===== src/rtl/uart_tx_buffered.sv =====
// FIFO-buffered UART transmitter with configurable data width, parity and stop bits.
// Frames are sent back to back while the write FIFO holds characters.
module uart_tx_buffered #(
   parameter int unsigned CLOCK_FREQ = 12000000,
   parameter int unsigned BAUD_RATE  = 115200,
   parameter int unsigned DATA_BITS  = 8,
   parameter int unsigned PARITY     = 0,
   parameter int unsigned STOP_BITS  = 1,
   parameter int unsigned FIFO_DEPTH = 16
) (
   input  logic                          clock,
   input  logic                          reset,
   input  logic [DATA_BITS-1:0]          write_data,
   input  logic                          write_enable,
   output logic                          full,
   output logic                          empty,
   output logic [$clog2(FIFO_DEPTH):0]   level,
   output logic                          overflow,
   output logic                          busy,
   output logic                          tx,
   output logic                          uart_clock
);

   localparam int unsigned DIV = CLOCK_FREQ / BAUD_RATE;
   localparam int unsigned CW  = (DIV > 1) ? $clog2(DIV) : 1;
   localparam int unsigned AW  = $clog2(FIFO_DEPTH);
   localparam int unsigned LW  = AW + 1;
   localparam logic [CW-1:0] CntMax   = CW'(DIV - 1);
   localparam logic [3:0]    BitLast  = 4'(DATA_BITS - 1);
   localparam logic [3:0]    StopLast = 4'(STOP_BITS - 1);

   typedef enum logic [2:0] {StIdle, StStart, StData, StParity, StStop} state_t;

   logic [DATA_BITS-1:0] r_mem [FIFO_DEPTH];
   logic [AW-1:0]        r_wr_ptr, r_rd_ptr;
   logic [LW-1:0]        r_level, w_level_d;
   logic                 r_full, r_empty, r_overflow;
   logic                 w_push, w_pop;
   logic [DATA_BITS-1:0] w_head;
   logic                 w_head_par;

   state_t               r_state, w_state_d;
   logic [CW-1:0]        r_cnt, w_cnt_d;
   logic [3:0]           r_bit, w_bit_d;
   logic [DATA_BITS-1:0] r_shift, w_shift_d;
   logic                 r_par, w_par_d;
   logic                 r_tx, w_tx_d;
   logic                 r_busy, w_busy_d;
   logic                 r_uck, w_uck_d;
   logic                 w_bit_end, w_load;

   // Fullness is judged before any same-edge pop, so a write while full is always dropped.
   assign w_push     = write_enable & ~r_full;
   assign w_head     = r_mem[r_rd_ptr];
   assign w_head_par = (PARITY == 1) ? ~(^w_head) : (^w_head);

   always_comb begin
      w_level_d = r_level;
      unique case ({w_push, w_pop})
         2'b10:   w_level_d = r_level + 1'b1;
         2'b01:   w_level_d = r_level - 1'b1;
         default: w_level_d = r_level;
      endcase
   end

   always_ff @(posedge clock) begin
      if (w_push) r_mem[r_wr_ptr] <= write_data;
   end

   always_ff @(posedge clock or posedge reset) begin
      if (reset) begin
         r_wr_ptr   <= '0;
         r_rd_ptr   <= '0;
         r_level    <= '0;
         r_full     <= 1'b0;
         r_empty    <= 1'b1;
         r_overflow <= 1'b0;
      end else begin
         if (w_push) r_wr_ptr <= r_wr_ptr + 1'b1;
         if (w_pop)  r_rd_ptr <= r_rd_ptr + 1'b1;
         r_level    <= w_level_d;
         r_full     <= (w_level_d == LW'(FIFO_DEPTH));
         r_empty    <= (w_level_d == '0);
         r_overflow <= write_enable & r_full;
      end
   end

   assign w_bit_end = (r_cnt == CntMax);

   always_comb begin
      w_state_d = r_state;
      w_cnt_d   = w_bit_end ? '0 : r_cnt + 1'b1;
      w_bit_d   = r_bit;
      w_shift_d = r_shift;
      w_par_d   = r_par;
      w_tx_d    = r_tx;
      w_busy_d  = r_busy;
      w_pop     = 1'b0;
      w_load    = 1'b0;
      unique case (r_state)
         StIdle: begin
            w_cnt_d = '0;
            w_tx_d  = 1'b1;
            w_load  = ~r_empty;
         end
         StStart: begin
            if (w_bit_end) begin
               w_state_d = StData;
               w_tx_d    = r_shift[0];
               w_shift_d = {1'b0, r_shift[DATA_BITS-1:1]};
               w_bit_d   = '0;
            end
         end
         StData: begin
            if (w_bit_end) begin
               if (r_bit == BitLast) begin
                  w_bit_d = '0;
                  if (PARITY != 0) begin
                     w_state_d = StParity;
                     w_tx_d    = r_par;
                  end else begin
                     w_state_d = StStop;
                     w_tx_d    = 1'b1;
                  end
               end else begin
                  w_bit_d   = r_bit + 4'd1;
                  w_tx_d    = r_shift[0];
                  w_shift_d = {1'b0, r_shift[DATA_BITS-1:1]};
               end
            end
         end
         StParity: begin
            if (w_bit_end) begin
               w_state_d = StStop;
               w_tx_d    = 1'b1;
               w_bit_d   = '0;
            end
         end
         StStop: begin
            if (w_bit_end) begin
               if (r_bit == StopLast) begin
                  if (!r_empty) begin
                     w_load = 1'b1;
                  end else begin
                     w_state_d = StIdle;
                     w_busy_d  = 1'b0;
                     w_tx_d    = 1'b1;
                  end
               end else begin
                  w_bit_d = r_bit + 4'd1;
               end
            end
         end
         default: w_state_d = StIdle;
      endcase
      // Loading from the FIFO starts a frame directly, with no idle cycle after a stop bit.
      if (w_load) begin
         w_pop     = 1'b1;
         w_state_d = StStart;
         w_shift_d = w_head;
         w_par_d   = w_head_par;
         w_tx_d    = 1'b0;
         w_busy_d  = 1'b1;
         w_cnt_d   = '0;
      end
      w_uck_d = (w_state_d != StIdle) && (w_cnt_d == CntMax);
   end

   always_ff @(posedge clock or posedge reset) begin
      if (reset) begin
         r_state <= StIdle;
         r_cnt   <= '0;
         r_bit   <= '0;
         r_shift <= '0;
         r_par   <= 1'b0;
         r_tx    <= 1'b1;
         r_busy  <= 1'b0;
         r_uck   <= 1'b0;
      end else begin
         r_state <= w_state_d;
         r_cnt   <= w_cnt_d;
         r_bit   <= w_bit_d;
         r_shift <= w_shift_d;
         r_par   <= w_par_d;
         r_tx    <= w_tx_d;
         r_busy  <= w_busy_d;
         r_uck   <= w_uck_d;
      end
   end

   assign full       = r_full;
   assign empty      = r_empty;
   assign level      = r_level;
   assign overflow   = r_overflow;
   assign busy       = r_busy;
   assign tx         = r_tx;
   assign uart_clock = r_uck;

endmodule


===== config.mk =====
export PLATFORM = sky130hd
export DESIGN_NAME = uart_tx_buffered
export DESIGN_NICKNAME = d
export VERILOG_FILES = /design/src/rtl/uart_tx_buffered.sv
export SDC_FILE = /design/constraint.sdc
export NUM_CORES = 1
export LEC_CHECK = 0
export ABC_AREA = 1
export CAP_MARGIN = 20
export CORE_UTILIZATION = 44
export CTS_CLUSTER_SIZE = 8
export DETAILED_ROUTE_END_ITERATION = 10
export DONT_BUFFER_PORTS = 1
export SYNTH_ARGS = -nofsm -noshare
export SYNTH_HDL_FRONTEND = slang
export SYNTH_SLANG_ARGS = --single-unit

===== constraint.sdc =====
create_clock -name clock -period 6.6 [get_ports clock]
set_clock_uncertainty 0.2 [all_clocks]
set_input_delay 0 -clock clock [delete_from_list [all_inputs] [get_ports clock]]
set_output_delay 0 -clock clock [all_outputs]
set_load 0.02 [all_outputs]

==> reports/metrics.yaml <==
instances_no_fill: 985
postRouteAntennaNets: 0
worstSetupPathType: "register to register"
hp-class: "input pin to register"
hp-start: "write_enable"
final-max-slew-violation-count: 0
avgSynthCellArea_um2: 10.1
worst_pin_slew_ns: 1.10
timing.rr.start: "r_cnt[0]$_DFF_PP0_"
fp.dieW_um: 133
synth_top_area_share_pct: 51.2
yosysTopAreaCell: "edfxtp_1"
r2r_slack_ns: 3.38
post-cts-setup-buffer-count: 0
fin_setup_tns_ns: 0
finalHoldViolations: 0
numClockSinks: 169
post_drt_wl_per_cell_um: 16.7
io_buffers: 0
crit_path_end_kind: "register"
core_area_um2: 16600
grt_pass1_wl_um: 26400
cts-root-buf: "clkbuf_16"
fill_cells: 1482
syn_inst: 745
finalSetupViolCount: 0
ys_seq_elements: 169
htreeDepth: 4
via_count: 5187
ys_seq_area_share_pct: 64.8
drc: 0
grt_overflow: 0
cts_resized: 0
antenna_found_initial: 0
synth_cell_types: 32
core.rowCount: 47
power_uw: 3390
viasPerCell: 5.27
numCtsBuffers: 17
drtIter0Drc: 309
drt_wl_total_um: 16500
p_per_area_nw_per_um2: 404
final_nets: 775
grtUsageTotal_pct: 19.8
placed_area_um2: 7670
dieArea_um2: 17600
required_ns: 6.75
diodes: 0
seq_area_um2: 4870
startpoint: "r_cnt[0]$_DFF_PP0_"
die_h_um: 133
clkTransAtPathRegs_ns: 0.06
fin_crit_sh_pct: 48.7
drt_first_pass_iters: 5
clockBufferDepth: 2
cap_violations: 0
drive_above_1_share_pct: 7.06
placed_cells: 941
slew_headroom_pct: 26.5
start_kind: "register"
leakagePower_uw: 0.00337
clk_latency_ns: 0.42
worstPathArrival_ns: 3.37
start_util_pct: 45.1
grt_pass1_vias: 4981
hpwl_um: 10100
timing.fmax_mhz: 311
grt_max_degree: 68
hold_slack_ns: 0.0506
ir_drop_uv: 198
crit_fanout: 15
period_needed_ns: 3.22
fin_area_um2: 8380
synthTopCellsByArea: "edfxtp_1, dfrtp_1, nand2_1, nor2_1, nand3_1"
cts_tree: "yes"
rsz0062_at_grt: "no"
multi_input_area_um2: 2280
ys.warnings.count: 0
ctsHoldBuffers: 12
status: "completed"
synth_area_um2: 7510
synthesis.nets: 768
synthToLayoutAreaGrowth_pct: 11.5
io_pins: 22
place_congestion: 0.855
-- sequential cells by signal, indices dropped and copies added, names as in the netlist, 3 cells and up --
register,count
r_rd_ptr,4
r_mem,128
r_state,3
level,5
r_cnt,7
r_shift,8
r_wr_ptr,4
r_bit,4
-- cells in the mapped netlist, drive strengths merged --
cell type,count
nand2,179
edfxtp,128
nor2,128
nand3,86
o21ai,61
inv,55
dfrtp,39
buf,19
ha,12
clkbuf,8
nand4,7
xor2,7
clkinv,3
dfstp,2
nand3b,2
nor3,2
o21bai,2
xnor2,2
a21oi,1
a22oi,1
or2,1
-- area by class of cell --
| type | instances | area share [%] |
|---|---|---|
| sequential | 169 | 58.2 |
| multi-input combinational | 491 | 27.2 |
| clock buffer | 18 | 5.12 |
| tap | 220 | 3.29 |
| inverter | 58 | 2.66 |
| clock inverter | 14 | 1.87 |
| timing repair buffer | 15 | 1.70 |
-- layer usage --
metal	routed length [um]	track usage [%]	vias to the layer above
met1	7270	25.7	2516
met4	236	5.87	0
li1	-	-	2492
met3	928	4.71	20
met5	0	0	-
met2	8050	33.0	159
-- power breakdown --
group          total, uW  internal (uW)  switching (uW)  leakage [uW]
Clock                989            590             399      0.000287
Combinational        944            281             664       0.00142
Sequential          1450           1310             139       0.00166
Total               3390           2190            1200       0.00337
-- per-stage QoR --
stage,util (%),setup WS (ns)
after floorplan,-,3.78
after CTS,50.3,3.40
after global routing,50.3,3.16
after global placement,46.1,3.60
after detailed placement,46.1,3.41
final,50.3,3.38
-- cells in the final DEF, fill, tap and decap left out, drive strengths merged --
cell type	synthesis	routed
edfxtp	128	128
a22oi	1	1
clkinvlp	0	2
o21bai	2	2
dlygate4sd3	0	12
nand4	7	7
nor2	128	128
bufinv	0	3
clkbuf	8	18
dfrtp	39	39
buf	19	3
a21oi	1	1
nor3	2	2
clkinv	3	13
xnor2	2	2
nand2	179	179
nand3b	2	2
or2	1	1
dfstp	2	2
xor2	7	7
nand3	86	86
o21ai	61	61
ha	12	12
inv	55	54
-- worst max-delay path: stages (launching register included) --
cell and delay, ns:
dfrtp_1 0.41, ha_1 0.23, nand3_2 0.11, nor2_4 0.19, nand2_1 0.09, nand2_2 0.08, nand2_4 0.13, clkinv_4 0.17
ha_1 0.24, inv_1 0.08, nand2_1 0.06, nand2_1 0.10, ha_1 0.30, nand2_1 0.07, o21ai_0 0.10, or2_2 0.29
nor2_1 0.11, nand3_1 0.10, nor2_1 0.10
-- logic make-up after synthesis --
group,count (synthesis),synth area share [%]
and+or+nand+nor,405,22.9
DFF,169,64.8
buffers and inverters,85,4.81
AOI/OAI and AO/OA,65,4.43
adders and majority gates,12,2.00
xor gates and xnor gates,9,1.05
-- worst paths after layout --
kind,to,cells past startpoint
max,full$_DFF_PP0_,18
min,overflow$_DFF_PP0_,3
max reg2reg,full$_DFF_PP0_,18
min reg2reg,r_shift[0]$_DFFE_PP0P_,2
max in group asynchronous,r_wr_ptr[3]$_DFFE_PP0P_,4
min in group asynchronous,empty$_DFF_PP1_,3
Note: power is estimated with default switching activity, not from simulation.
